==> src/rtl/meta_array_if.sv <==
// meta_array_if: requester-side write/lookup/flush handshake bundle for meta_array_ctrl
interface meta_array_if #(
  parameter int S_INDEX = 4,
  parameter int WIDTH   = 1
);
  logic               wr_a_req;
  logic [S_INDEX-1:0] wr_a_addr;
  logic [WIDTH-1:0]   wr_a_data;
  logic               wr_a_gnt;
  logic               wr_b_req;
  logic [S_INDEX-1:0] wr_b_addr;
  logic [WIDTH-1:0]   wr_b_data;
  logic               wr_b_gnt;
  logic               rd_req;
  logic [S_INDEX-1:0] rd_addr;
  logic               rd_gnt;
  logic               rd_valid;
  logic [WIDTH-1:0]   rd_data;
  logic               flush_req;
  logic               flush_busy;
  logic               flush_done;
  modport master (
    output wr_a_req, wr_a_addr, wr_a_data, wr_b_req, wr_b_addr, wr_b_data,
           rd_req, rd_addr, flush_req,
    input  wr_a_gnt, wr_b_gnt, rd_gnt, rd_valid, rd_data, flush_busy, flush_done
  );
  modport slave (
    input  wr_a_req, wr_a_addr, wr_a_data, wr_b_req, wr_b_addr, wr_b_data,
           rd_req, rd_addr, flush_req,
    output wr_a_gnt, wr_b_gnt, rd_gnt, rd_valid, rd_data, flush_busy, flush_done
  );
endinterface

==> src/rtl/meta_array_ctrl.sv <==
// meta_array_ctrl: round-robin write arbiter, flush sweeper and bypassed lookup port for a metadata FF array
module meta_array_ctrl #(
  parameter int S_INDEX = 4,
  parameter int WIDTH   = 1
) (
  input  logic               clk,
  input  logic               rst,
  meta_array_if.slave        bus,
  output logic               arr_csb0,
  output logic               arr_web0,
  output logic [S_INDEX-1:0] arr_addr0,
  output logic [WIDTH-1:0]   arr_din0,
  output logic               arr_csb1,
  output logic [S_INDEX-1:0] arr_addr1,
  input  logic [WIDTH-1:0]   arr_dout1
);
  localparam int NUM_SETS = 2**S_INDEX;
  typedef enum logic [1:0] {IDLE, FLUSH, DONE} state_t;
  state_t             state;
  logic               pri;
  logic [S_INDEX-1:0] cnt;
  logic               byp;
  logic [WIDTH-1:0]   byp_data;
  logic               rv, busy, done;
  logic               open, flushing, ga, gb, rg, wr_en;
  // grants are combinational; port 0 is rewritten every cycle so the array's latched web0 never goes stale
  always_comb begin
    open      = !rst && state == IDLE && !bus.flush_req;
    flushing  = !rst && state == FLUSH;
    ga        = open && bus.wr_a_req && (!bus.wr_b_req || !pri);
    gb        = open && bus.wr_b_req && (!bus.wr_a_req || pri);
    rg        = open && bus.rd_req;
    wr_en     = ga || gb || flushing;
    arr_csb0  = rst;
    arr_web0  = !wr_en;
    arr_addr0 = flushing ? cnt : gb ? bus.wr_b_addr : bus.wr_a_addr;
    arr_din0  = flushing ? '0 : gb ? bus.wr_b_data : bus.wr_a_data;
    arr_csb1  = !rg;
    arr_addr1 = bus.rd_addr;
    bus.wr_a_gnt   = ga;
    bus.wr_b_gnt   = gb;
    bus.rd_gnt     = rg;
    bus.rd_valid   = rv;
    bus.rd_data    = byp ? byp_data : arr_dout1;
    bus.flush_busy = busy;
    bus.flush_done = done;
  end
  // sweep FSM, fairness pointer and same-set write-to-read bypass capture
  always_ff @(posedge clk) begin
    if (rst) begin
      state    <= IDLE;
      cnt      <= '0;
      pri      <= 1'b0;
      byp      <= 1'b0;
      byp_data <= '0;
      rv       <= 1'b0;
      busy     <= 1'b0;
      done     <= 1'b0;
    end else begin
      rv       <= rg;
      byp      <= rg && wr_en && arr_addr0 == bus.rd_addr;
      byp_data <= arr_din0;
      if (ga || gb) pri <= ga;
      case (state)
        IDLE: if (bus.flush_req) begin
          state <= FLUSH;
          cnt   <= '0;
          busy  <= 1'b1;
        end
        FLUSH: begin
          cnt <= cnt + 1'b1;
          if (cnt == S_INDEX'(NUM_SETS - 1)) begin
            state <= DONE;
            done  <= 1'b1;
          end
        end
        DONE: begin
          state <= IDLE;
          busy  <= 1'b0;
          done  <= 1'b0;
        end
        default: state <= IDLE;
      endcase
    end
  end
endmodule

==> src/flat_wrapper.sv <==
// flat-port wrapper written by rule: the top's interface ports become plain ports
module meta_array_ctrl_flat 
#(
  parameter int S_INDEX = 4,
  parameter int WIDTH   = 1
)
  (clk, rst, arr_csb0, arr_web0, arr_addr0, arr_din0, arr_csb1, arr_addr1, arr_dout1, bus_wr_a_req, bus_wr_a_addr, bus_wr_a_data, bus_wr_b_req, bus_wr_b_addr, bus_wr_b_data, bus_rd_req, bus_rd_addr, bus_flush_req, bus_wr_a_gnt, bus_wr_b_gnt, bus_rd_gnt, bus_rd_valid, bus_rd_data, bus_flush_busy, bus_flush_done);
  meta_array_if #(.S_INDEX(S_INDEX), .WIDTH(WIDTH)) bus_i ();
  input  logic clk;
  input  logic rst;
  output logic arr_csb0;
  output logic arr_web0;
  output logic [S_INDEX-1:0] arr_addr0;
  output logic [WIDTH-1:0] arr_din0;
  output logic arr_csb1;
  output logic [S_INDEX-1:0] arr_addr1;
  input  logic [WIDTH-1:0] arr_dout1;
  input wire logic [$bits(bus_i.wr_a_req)-1:0] bus_wr_a_req;
  input wire logic [$bits(bus_i.wr_a_addr)-1:0] bus_wr_a_addr;
  input wire logic [$bits(bus_i.wr_a_data)-1:0] bus_wr_a_data;
  input wire logic [$bits(bus_i.wr_b_req)-1:0] bus_wr_b_req;
  input wire logic [$bits(bus_i.wr_b_addr)-1:0] bus_wr_b_addr;
  input wire logic [$bits(bus_i.wr_b_data)-1:0] bus_wr_b_data;
  input wire logic [$bits(bus_i.rd_req)-1:0] bus_rd_req;
  input wire logic [$bits(bus_i.rd_addr)-1:0] bus_rd_addr;
  input wire logic [$bits(bus_i.flush_req)-1:0] bus_flush_req;
  output wire logic [$bits(bus_i.wr_a_gnt)-1:0] bus_wr_a_gnt;
  output wire logic [$bits(bus_i.wr_b_gnt)-1:0] bus_wr_b_gnt;
  output wire logic [$bits(bus_i.rd_gnt)-1:0] bus_rd_gnt;
  output wire logic [$bits(bus_i.rd_valid)-1:0] bus_rd_valid;
  output wire logic [$bits(bus_i.rd_data)-1:0] bus_rd_data;
  output wire logic [$bits(bus_i.flush_busy)-1:0] bus_flush_busy;
  output wire logic [$bits(bus_i.flush_done)-1:0] bus_flush_done;
  assign bus_i.wr_a_req = bus_wr_a_req;
  assign bus_i.wr_a_addr = bus_wr_a_addr;
  assign bus_i.wr_a_data = bus_wr_a_data;
  assign bus_i.wr_b_req = bus_wr_b_req;
  assign bus_i.wr_b_addr = bus_wr_b_addr;
  assign bus_i.wr_b_data = bus_wr_b_data;
  assign bus_i.rd_req = bus_rd_req;
  assign bus_i.rd_addr = bus_rd_addr;
  assign bus_i.flush_req = bus_flush_req;
  assign bus_wr_a_gnt = bus_i.wr_a_gnt;
  assign bus_wr_b_gnt = bus_i.wr_b_gnt;
  assign bus_rd_gnt = bus_i.rd_gnt;
  assign bus_rd_valid = bus_i.rd_valid;
  assign bus_rd_data = bus_i.rd_data;
  assign bus_flush_busy = bus_i.flush_busy;
  assign bus_flush_done = bus_i.flush_done;
  meta_array_ctrl #(.S_INDEX(S_INDEX), .WIDTH(WIDTH)) u_core (.clk(clk), .rst(rst), .bus(bus_i), .arr_csb0(arr_csb0), .arr_web0(arr_web0), .arr_addr0(arr_addr0), .arr_din0(arr_din0), .arr_csb1(arr_csb1), .arr_addr1(arr_addr1), .arr_dout1(arr_dout1));
endmodule
==> config.mk <==
export PLATFORM = sky130hd
export DESIGN_NAME = meta_array_ctrl_flat
export DESIGN_NICKNAME = d
export VERILOG_FILES = /design/src/rtl/meta_array_if.sv /design/src/rtl/meta_array_ctrl.sv /design/src/flat_wrapper.sv
export SDC_FILE = /design/constraint.sdc
export NUM_CORES = 1
export LEC_CHECK = 0
export BUFFER_PORTS_ARGS = -buffer_cell sky130_fd_sc_hd__buf_2
export CAP_MARGIN = 10
export CORE_MARGIN = 4
export CORE_UTILIZATION = 40
export DETAILED_ROUTE_END_ITERATION = 8
export PLACE_DENSITY = 0.69
export SYNTH_ARGS = -nofsm -noshare
export SYNTH_HDL_FRONTEND = slang
export SYNTH_SLANG_ARGS = --single-unit
==> constraint.sdc <==
create_clock -name clk -period 3.5 [get_ports clk]
set_input_delay 0.525 -clock clk [delete_from_list [all_inputs] [get_ports clk]]
set_output_delay 0.525 -clock clk [all_outputs]
set_load 0.02 [all_outputs]
Word-level counts from Yosys, hierarchy flattened
Cells that the tools add are included.
{"block": "totals", "output_inout_bits": 19, "regBits": 12}
{"block": "classes", "n_addsub": 1, "eq_ne": 6, "mux": 14, "n_reduce_logical": 29}
{"operator": "$mux 4", "count": 3}
{"operator": "$logic_and 1x1->1", "count": 10}
{"operator": "$pmux 4 s2", "count": 1}
{"operator": "$reduce_and 2->1", "count": 4}
{"operator": "$logic_not 1->1", "count": 7}
{"operator": "$reduce_bool 2->1", "count": 3}
{"operator": "$mux 1", "count": 5}
{"operator": "$add 4x1->4 const B", "count": 1}
{"operator": "$eq 4x4->1", "count": 1}
{"operator": "$eq 4x4->1 const B", "count": 1}
{"operator": "$logic_or 1x1->1", "count": 4}
{"operator": "$mux 2", "count": 2}
{"operator": "$ne 2x2->1 const B", "count": 2}
{"operator": "$pmux 1 s2", "count": 2}
{"operator": "$pmux 2 s2", "count": 1}
{"operator": "$eq 2x1->1 const B", "count": 1}
{"operator": "$eq 2x2->1 const B", "count": 1}
{"operator": "$logic_not 2->1", "count": 1}

Depth between registers and ports, before layout
Gate-level depths: netlist of the first run.
{"block": "logic_depth", "ltp_word": 9, "depth_mapped": 7, "mapped_depth_nobuf": 5}

Worst setup path before layout of the first run
Ideal clock, no wire load.
{"block": "synth_timing", "kind": "input -> output", "start": "input rst", "end": "output arr_addr0[2]", "arrival_time_ps": 1872, "required_time_ps": 2975, "slack_ps": 1103, "cell_stages": 6, "path_cell_list": "nor4_1 nand3_1 clkbuf_1 inv_1 nand2_1 a31oi_1"}
{"block": "synth_between", "elab_chain_cells": 7, "elab_cells_between_ends": 8}
{"element": "start, declared", "line": "flat_wrapper.sv:10", "text": "input logic rst;"}
{"element": "$logic_not 1->1", "line": "meta_array_ctrl.sv:28", "text": "open = !rst && state == IDLE && !bus.flush_req;"}
{"element": "$logic_and 1x1->1 (2 in series)", "line": "meta_array_ctrl.sv:28"}
{"element": "$logic_and 1x1->1 (2 in series)", "line": "meta_array_ctrl.sv:31", "text": "gb = open && bus.wr_b_req && (!bus.wr_a_req || pri);"}
{"element": "named net bus_wr_b_gnt", "line": "flat_wrapper.sv:28", "text": "output wire logic [$bits(bus_i.wr_b_gnt)-1:0] bus_wr_b_gnt;"}
{"element": "$mux 4 (2 in series)", "line": "meta_array_ctrl.sv:36", "text": "arr_addr0 = flushing ? cnt : gb ? bus.wr_b_addr : bus.wr_a_addr;"}
{"element": "end, declared", "line": "flat_wrapper.sv:13", "text": "output logic [S_INDEX-1:0] arr_addr0;"}
The timed path passes the listed nets, and every way through them passes these cells.

Worst setup path after layout of the first run
{"block": "layout_timing", "start": "register u_core.state[1]", "end": "output arr_addr0[3]"}
{"block": "layout_between", "elab_chain_cells": 7, "elab_cells_between_ends": 9}
{"element": "start, declared", "line": "meta_array_ctrl.sv:19", "text": "state_t state;"}
{"element": "start signal, assigned", "line": "meta_array_ctrl.sv:51", "text": "state <= IDLE;"}
{"element": "start signal, assigned", "line": "meta_array_ctrl.sv:66", "text": "state <= FLUSH;"}
{"element": "start signal, assigned", "line": "meta_array_ctrl.sv:73", "text": "state <= DONE;"}
{"element": "$logic_not 2->1", "line": "meta_array_ctrl.sv:28"}
{"element": "$logic_and 1x1->1 (2 in series)", "line": "meta_array_ctrl.sv:28"}
{"element": "$logic_and 1x1->1 (2 in series)", "line": "meta_array_ctrl.sv:31"}
{"element": "$mux 4", "line": "meta_array_ctrl.sv:36"}
{"element": "$mux 4 (*)", "line": "meta_array_ctrl.sv:36"}
Mark *: on every way between the ends. The rest lies on a longest branch, timed or not.

==> flow_metrics.py, run 1 <==
metrics = {
    "setup_path": {
        "criticalPathCategory": "flop to output port",
        "crit_path_top_delay_cell": "a211oi_1",
        "worstPathRequired_ns": 2.97,
        "r2r-start": "u_core.state[0]",
        "crit_buf_inv": 1,
        "cp-start-kind": "flop",
        "r2r_setup_slack_ns": 1.33,
        "crit_chain": "nor4_1 -> nand3_1 -> a211oi_1 -> nor2_1 -> buf_2",
        "startpoint": "u_core.state[1]",
        "critPathMaxFanout": 12,
        "slowest_delay_ns": 0.46,
        "worst_r2r_endpoint": "u_core.byp",
        "crit_cells": 5,
        "crit_end": "arr_addr0[3]",
        "endpoint_kind": "output port",
        "crit_family": "simple AND/OR/NAND/NOR gates",
        "rr_worst_depth": 5,
        "worstPathArrival_ns": 2.24,
    },
    "global_route": {
        "antenna_found_initial": 0,
        "grt_overflow": 0,
        "grt_pass1_wl_um": 3339,
        "grt_util_all_layers_pct": 16.24,
        "grt_pass1_vias": 738,
        "grt_max_degree": 15,
    },
    "power": {
        "power_density_nw_per_um2": 320.0,
        "power.leakage_uw": 0.0005048,
        "ir_drop_mv": 0.2760,
        "p_total_uw": 315.1,
    },
    "clock_tree": {
        "cts_buffer_depth": 2,
        "post_cts_buffers": 0,
        "post_cts_resized": 0,
        "cts_made_buffers": 3,
        "root_buffer": "clkbuf_4",
        "cts.sinks": 12,
        "cts_tree": "done",
        "clkLatencyLatePin_ns": 0.27,
        "ctsHoldBuffers": 0,
        "path_clk_slew_ns": 0.07,
        "htreeDepth": 1,
    },
    "layout": {
        "drive_above_1_share_pct": 33.10,
        "insertedDiodeCount": 0,
        "fillers": 188,
        "layout.nets": 166,
        "multi_input_area_um2": 473.0,
        "fin_cells": 167,
        "areaGrowthSynthToFinish_pct": 22.02,
        "register_area_um2": 240.2,
    },
    "timing": {
        "fin_crit_sh_pct": 79.01,
        "worstMarginPinSlew_ns": 0.5864,
        "finalSetupViolCount": 0,
        "skew_ns": 0.001847,
        "hold_viol": 0,
        "rsz0062_at_grt": "false",
        "fin_ws_ns": 0.7346,
        "relSlewSlack_pct": 60.60,
        "fmax_mhz": 361.6,
        "setup_tns_ns": 0,
        "fin_crit_ns": 2.765,
        "drv_slew": 0,
    },
    "floorplan": {
        "num_rows": 15,
        "design.core.area_um2": 1821,
        "fp.dieH_um": 52.92,
        "initial_core_util_pct": 44.33,
        "pin_count": 40,
        "dieArea_um2": 2800,
        "die_x_um": 52.92,
    },
    "logic_synthesis": {
        "ys.warnings.count": 0,
        "async_reset_ff_share_pct": 0,
        "synth.net_count": 132,
        "yosysMostFrequentCell": "nor2_1",
        "synth_seq_cells": 12,
        "synthCells": 110,
        "synth_top_area_cell": "dfxtp_1",
        "ys_seq_area_share_pct": 29.77,
        "ys.flop_type": "dfxtp_1",
        "synth_common_cells": "nor2_1 (21), dfxtp_1 (12), nand2_1 (11)",
        "synth_edf_count": 0,
        "synthTopCellsByArea": "dfxtp_1 (30%), nor2_1 (9.8%), a211oi_1 (5.6%), nand2_1 (5.1%), buf_4 (4.7%)",
        "synth_cell_types": 31,
        "syn_avg_cell_area_um2": 7.337,
        "syn_area_um2": 807.0,
        "synth_top_area_share_pct": 29.77,
    },
    "hold_path": {
        "min_path_type": "flop to flop",
    },
    "drt": {
        "drt_first_pass_iters": 4,
        "finalWirelength_um": 2132,
        "viasPerCell": 5.168,
        "drcViolationCount": 0,
        "wl_per_cell_um": 12.77,
        "initialDrtViolationCount": 51,
        "vias": 863,
        "drtAntennaViolNets": 0,
    },
    "placed_design": {
        "place_ws_ns": 0.7713,
        "io_buffers": 39,
        "dp_cells": 164,
        "hpwl_um": 1706,
        "place_congestion": 0.8659,
    },
    "outcome": {
        "status": "finished, final reports clean",
    },
    "flow_run": {
        "drv_cap": 0,
    },
}
## sequential cells by signal (all words and copies together) (netlist names)
signal,flops
u_core.bus.rd_valid,1
u_core.byp,1
u_core.pri,1
u_core.cnt,4
u_core.bus.flush_done,1
u_core.byp_data,1
u_core.state,2
u_core.bus.flush_busy,1
## worst min-delay path by stage
stage                                from  cells past startpoint  slack (ns)                     to
CTS                 u_core.bus.flush_done                      2        0.49  u_core.bus.flush_done
detailed placement  u_core.bus.flush_done                      2        0.47  u_core.bus.flush_done
finish              u_core.bus.flush_done                      2        0.49  u_core.bus.flush_done
global placement    u_core.bus.flush_done                      2        0.47  u_core.bus.flush_done
global route        u_core.bus.flush_done                      2        0.50  u_core.bus.flush_done
floorplan                      u_core.pri                      2        0.50             u_core.pri
## final cells by class
cell class,count,area share (%)
sequential,12,24.40
multi-input combinational,82,48.03
clock buffer,3,2.287
tap,25,3.177
timing repair buffer,39,19.82
inverter,6,2.287
## through the flow
step,utilization (%),instance area (um^2),hold WS [ns]
6_report,54.09,984.7,0.4915
5_1_grt,54.09,984.7,0.5040
4_1_cts,54.09,984.7,0.4908
3_5_place_dp,52.85,962.2,0.4717
3_3_place_gp,52.85,962.2,0.4699
2_1_floorplan,-,807.0,0.4951
## cell families after synthesis
kind of cell / share of synthesized area, %
compound gates: 18.92
mux: 6.512
flops: 29.77
buf+inv: 11.63
fa+ha+maj: 1.550
simple gates: 31.63
## layout by cell type (no fill, tap or decap), types with 6 or more instances in the layout
cell type,netlist,final
a211oi_1,6,6
buf_2,0,39
dfxtp_1,12,12
nor2_1,21,21
inv_1,6,6
nor3_1,6,6
nand2_1,11,11
a21oi_1,6,6
## power by group
part | switching, uW | internal, uW | total (uW)
Sequential | 4.53 | 141 | 146
Clock | 43.5 | 39.9 | 83.4
Combinational | 52.3 | 33.7 | 86.0
## per-layer routing
metal  up-vias  track usage [%]  wire [um]
met2        36            22.31        896
li1        448                -          -
met1       374            22.88        994
met5         -                0          0
met4         0            6.809         41
met3         5            5.070        198
## worst register-to-register path, stage by stage, from the launching register on
cell and delay, ns:
dfxtp_1 0.39, or4_4 0.59, nor3_2 0.24, a211oi_1 0.07, or4b_1 0.53, nor4_1 0.25
Power figures use the tool's default switching activity.
==> run 2, diff against run 1 <==
--- a/config.mk
+++ b/config.mk
@@ -10,7 +10,7 @@
 export CORE_MARGIN = 4
 export CORE_UTILIZATION = 40
 export DETAILED_ROUTE_END_ITERATION = 8
-export PLACE_DENSITY = 0.69
+export PLACE_DENSITY = 0.72
 export SYNTH_ARGS = -nofsm -noshare
 export SYNTH_HDL_FRONTEND = slang
 export SYNTH_SLANG_ARGS = --single-unit
==> constraint.sdc (replaced) <==
create_clock -name clk -period 2.5 [get_ports clk]
set_input_delay 0.375 -clock clk [delete_from_list [all_inputs] [get_ports clk]]
set_output_delay 0.375 -clock clk [all_outputs]
set_load 0.02 [all_outputs]
==> run 2 against run 1 <==
Compared with the run above:
- sequential share of layout area fell by 1.5 points
- largest cell class unchanged
- die area did not move
- core utilization rose by 3.6 points
- critical path depth did not move
==> flow_metrics.py, run 2 (same netlist as run 1, synthesis figures left out) <==
metrics = {
    "outcome": {
        "status": "finished, final reports clean",
    },
    "layout": {
        "largest_register_ffs": 4,
        "layout_common_cells": "buf_2 (39), nor2_1 (21), dfxtp_1 (12)",
        "drive_above_1_share_pct": 37.67,
        "areaGrowthSynthToFinish_pct": 30.23,
        "reg.largest.list": "u_core.cnt x4, u_core.state x2",
        "layout_commonest_cell": "buf_2",
        "fin_cells": 171,
        "layout.nets": 169,
        "top_register": "u_core.cnt",
        "insertedDiodeCount": 0,
    },
    "hold_path": {
        "hold_path_depth": 2,
        "hp-start": "rst",
        "whs_endpoint": "u_core.pri",
        "min_path_type": "input pin to flop",
    },
    "placed_design": {
        "hpwl_um": 1775,
        "place_congestion": 0.8204,
        "io_buffers": 39,
        "dp_cells": 167,
    },
    "setup_path": {
        "worstPathArrival_ns": 1.99,
        "r2r_setup_slack_ns": 0.33,
        "worstPathRequired_ns": 2.12,
        "r2r-start": "u_core.state[0]",
        "critPathMaxFanout": 9,
        "cp-start-kind": "flop",
        "worst_r2r_endpoint": "u_core.byp",
        "criticalPathCategory": "flop to output port",
        "endpoint_kind": "output port",
        "rr_worst_depth": 5,
    },
    "floorplan": {
        "dieArea_um2": 2800,
        "initial_core_util_pct": 44.33,
        "die_x_um": 52.92,
        "pin_count": 40,
        "design.core.area_um2": 1821,
        "fp.dieH_um": 52.92,
        "num_rows": 15,
    },
    "global_route": {
        "grt_pass1_wl_um": 3484,
        "antenna_found_initial": 0,
        "grt_max_degree": 12,
        "grt_overflow": 0,
        "grt_pass1_vias": 812,
        "grt_util_all_layers_pct": 17.19,
    },
    "timing": {
        "drv_slew": 0,
        "fin_crit_sh_pct": 94.75,
        "fmax_mhz": 422.2,
        "rsz0062_at_grt": "false",
        "fin_crit_ns": 2.369,
        "hold_viol": 0,
        "setup_tns_ns": 0,
        "worstMarginPinSlew_ns": 0.4949,
        "relSlewSlack_pct": 66.66,
        "finalSetupViolCount": 0,
        "skew_ns": 0.009372,
        "holdWs_ns": 0.3296,
    },
    "clock_tree": {
        "path_clk_slew_ns": 0.08,
        "cts_tree": "done",
        "post_cts_buffers": 0,
        "clkLatencyLatePin_ns": 0.28,
        "cts_made_buffers": 3,
        "htreeDepth": 1,
        "post_cts_resized": 0,
        "root_buffer": "clkbuf_4",
        "ctsHoldBuffers": 0,
        "cts.sinks": 12,
        "cts_buffer_depth": 2,
    },
    "drt": {
        "drcViolationCount": 0,
        "vias": 886,
        "initialDrtViolationCount": 13,
        "drt_first_pass_iters": 4,
        "wl_per_cell_um": 13.14,
        "finalWirelength_um": 2247,
        "viasPerCell": 5.181,
        "drtAntennaViolNets": 0,
    },
    "power": {
        "power_density_nw_per_um2": 463.1,
        "ir_drop_mv": 0.3194,
        "power.leakage_uw": 0.0005305,
    },
    "flow_run": {
        "drv_cap": 0,
    },
}
## run 2: changes by cell type in the layout (fill, tap and decap cells not counted), sizes merged
cell / change
clkbuf: +1
buf: +3
## run 2: worst max-delay path by stage
stage | slack, ns | endpoint | startpoint
global route | 0.01 | arr_addr0[0] | u_core.state[0]
detailed placement | 0.26 | u_core.byp | rst
global placement | 0.19 | u_core.byp | rst
floorplan | 0.33 | arr_addr0[2] | u_core.state[0]
finish | 0.13 | arr_addr0[0] | u_core.state[0]
CTS | 0.06 | arr_addr0[0] | u_core.state[0]
## run 2: power breakdown
part | internal [uW] | leakage (uW) | total [uW] | switching (uW)
Clock | 88.7 | 0.0000210 | 156 | 67.3
Combinational | 49.9 | 0.000412 | 126 | 76.2
Sequential | 198 | 0.0000980 | 205 | 6.91
## run 2: worst max-delay path, stage by stage, from the launching register on
cell and delay (ns):
dfxtp_1 0.41, or4_4 0.61, nor3_2 0.26, a211oi_1 0.11
nor2_1 0.14, buf_2 0.18
## run 2: area by class of cell
cell class	count	area (um^2)
multi-input cells	82	503.0
inverters	6	22.52
fillers	182	769.5
repair buffers	42	217.7
flip-flops and latches	12	240.2
well taps	25	31.28
clock buffers	4	36.28
## run 2: per-stage QoR
| step | total power (uW) | setup slack (ns) | utilization (%) | area, um^2 |
|---|---|---|---|---|
| 5_1_grt | 518.4 | 0.01066 | 57.73 | 1051 |
| 3_5_place_dp | 330.7 | 0.2607 | 54.09 | 984.7 |
| 4_1_cts | 485.2 | 0.06046 | 56.08 | 1021 |
| 3_3_place_gp | 328.8 | 0.1925 | 54.09 | 984.7 |
| 2_1_floorplan | 288.5 | 0.3267 | - | 807.0 |
| 6_report | 486.7 | 0.1313 | 57.73 | 1051 |
## run 2: metal layers
| metal | part of all wire (%) | up-vias | wire, um | global-route usage, % |
|---|---|---|---|---|
| li1 | - | 456 | - | - |
| met5 | 0 | - | 0 | 0 |
| met1 | 43 | 393 | 961 | 20.24 |
| met4 | 1.7 | 0 | 38 | 6.383 |
| met3 | 8.1 | 6 | 182 | 6.479 |
| met2 | 47 | 31 | 1064 | 28.10 |
==> run 3, diff against run 2 <==
--- a/config.mk
+++ b/config.mk
@@ -11,6 +11,7 @@
 export CORE_UTILIZATION = 40
 export DETAILED_ROUTE_END_ITERATION = 8
 export PLACE_DENSITY = 0.72
+export RECOVER_POWER = 25
 export SYNTH_ARGS = -nofsm -noshare
 export SYNTH_HDL_FRONTEND = slang
 export SYNTH_SLANG_ARGS = --single-unit
==> run 3 against run 2 <==
Compared with the run above:
- register-to-register slack about the same
- sequential power about the same
- clock-buffer cell count unchanged
- clock skew about the same
- power down 0.26%
- flip-flop and latch count unchanged
- maximum frequency about the same
- first-iteration DRC count unchanged
- routed wire length unchanged
- core utilization down 0.34 points
- clock power about the same
- hold slack better by 0.00057 ns
- highest routed layer unchanged
==> flow_metrics.py, run 3 (same netlist as run 1, synthesis figures left out) <==
metrics = {
    "layout": {
        "layout.nets": 169,
        "largest_register_ffs": 4,
        "layout_commonest_cell": "buf_2",
        "drive_above_1_share_pct": 34.25,
        "multi_input_area_um2": 503.0,
        "reg.largest.list": "u_core.cnt x4, u_core.state x2",
        "layout_common_cells": "buf_2 (34), nor2_1 (21), dfxtp_1 (12)",
        "insertedDiodeCount": 0,
        "final_util_pct": 57.39,
        "top_register": "u_core.cnt",
        "fillers": 186,
        "register_area_um2": 240.2,
        "areaGrowthSynthToFinish_pct": 29.46,
    },
    "setup_path": {
        "endpoint_kind": "output port",
        "crit_path_top_delay_cell": "or4_4",
        "r2r_setup_slack_ns": 0.33,
        "r2r-start": "u_core.state[0]",
        "cp-start-kind": "flop",
        "worstPathRequired_ns": 2.12,
        "slowest_delay_ns": 0.61,
        "criticalPathCategory": "flop to output port",
        "critPathMaxFanout": 9,
        "worst_r2r_endpoint": "u_core.byp",
        "crit_chain": "or4_4 -> nor3_2 -> a211oi_1 -> nor2_1 -> buf_2",
        "worstPathArrival_ns": 1.99,
        "rr_worst_depth": 5,
    },
    "clock_tree": {
        "clkLatencyLatePin_ns": 0.28,
        "cts_buffer_depth": 2,
        "path_clk_slew_ns": 0.08,
        "cts_tree": "done",
        "cts.sinks": 12,
        "root_buffer": "clkbuf_4",
        "post_cts_buffers": 0,
        "htreeDepth": 1,
        "cts_made_buffers": 3,
    },
    "hold_path": {
        "whs_endpoint": "u_core.pri",
        "min_path_type": "input pin to flop",
        "hold_path_depth": 2,
        "hp-start": "rst",
    },
    "outcome": {
        "status": "finished, final reports clean",
    },
    "power": {
        "p_clk_share_pct": 32.1,
        "power.leakage_uw": 0.0005154,
        "switchingPower_uw": 150.4,
        "internal-power_uw": 335.1,
        "pwr-share-seq_pct": 42.1,
        "ir_drop_mv": 0.3188,
        "switching_share_pct": 30.97,
        "p_total_uw": 485.5,
        "p_comb_share_pct": 25.8,
        "power_density_nw_per_um2": 464.7,
    },
    "timing": {
        "drv_slew": 0,
        "fin_crit_sh_pct": 94.77,
        "hold_viol": 0,
        "finalSetupViolCount": 0,
        "fin_crit_ns": 2.369,
        "relSlewSlack_pct": 67.02,
        "setup_tns_ns": 0,
        "skew_ns": 0.008954,
        "rsz0062_at_grt": "false",
        "worstMarginPinSlew_ns": 0.4895,
        "fmax_mhz": 422.1,
        "holdWs_ns": 0.3302,
    },
    "global_route": {
        "grt_pass1_vias": 812,
        "grt_max_degree": 12,
        "grt_overflow": 0,
        "grt_util_all_layers_pct": 17.19,
        "grt_pass1_wl_um": 3484,
        "use_met1_pct": 20.24,
        "grt.busiest_layer": "met2",
        "gr-usage-met2_pct": 28.10,
        "gr-usage-met3_pct": 6.479,
        "antenna_found_initial": 0,
    },
    "flow_run": {
        "drv_cap": 0,
    },
    "drt": {
        "wl_per_cell_um": 13.14,
        "finalWirelength_um": 2247,
        "viasPerCell": 5.158,
        "vias": 882,
        "drt_first_pass_iters": 4,
        "drcViolationCount": 0,
        "drtAntennaViolNets": 0,
        "initialDrtViolationCount": 13,
    },
    "floorplan": {
        "num_rows": 15,
        "fp.dieH_um": 52.92,
        "pin_count": 40,
        "die_x_um": 52.92,
        "dieArea_um2": 2800,
        "initial_core_util_pct": 44.33,
        "design.core.area_um2": 1821,
    },
    "placed_design": {
        "place_congestion": 0.8204,
        "io_buffers": 39,
        "hpwl_um": 1775,
    },
}
[run 3: layout make-up]
type	instances	share of cell area, %
sequential	12	22.99
inverter	6	2.156
multi-input combinational	82	48.14
clock buffer	4	3.473
tap	25	2.994
timing repair buffer	42	20.24
[run 3: worst max-delay path by stage]
stage                         start      endpoint  slack [ns]  cells after the start
floorplan           u_core.state[0]  arr_addr0[2]        0.33                      7
global placement                rst    u_core.byp        0.19                      7
detailed placement              rst    u_core.byp        0.26                      6
CTS                 u_core.state[0]  arr_addr0[0]        0.06                      5
global route        u_core.state[0]  arr_addr0[0]        0.01                      5
finish              u_core.state[0]  arr_addr0[0]        0.13                      5
[run 3: per-stage QoR]
step	std cells	setup slack (ns)	instance area, um^2
2_1_floorplan	110	0.3267	807.0
3_3_place_gp	167	0.1925	984.7
3_5_place_dp	167	0.2607	984.7
4_1_cts	171	0.06046	1021
5_1_grt	171	0.01066	1045
6_report	171	0.1308	1045
[run 3: metal layers]
metal  wire length (um)  vias to the layer above
li1                   -                      455
met1                969                      391
met2               1056                       30
met3                182                        6
met4                 38                        0
met5                  0                        -
[run 3: worst max-delay path, delay by kind of cell (launching register included)]
| family | cells | cell delay, ns |
|---|---|---|
| DFF | 1 | 0.41 |
| AOI/OAI and AO/OA | 1 | 0.11 |
| buffers and inverters | 1 | 0.18 |
| and+or+nand+nor | 3 | 1.01 |
[run 3: power groups by stage]
stage	logic [uW]	registers [uW]	clock network (uW)
2_1_floorplan	80.7	208	0
3_3_place_gp	121	208	0
3_5_place_dp	122	208	0
4_1_cts	123	204	159
5_1_grt	138	206	174
6_report	125	205	156
[run 3: repair_timing]
action,CTS,global route
setup endpoints to repair,0,4
gates resized for setup,0,5
hold buffers,0,0
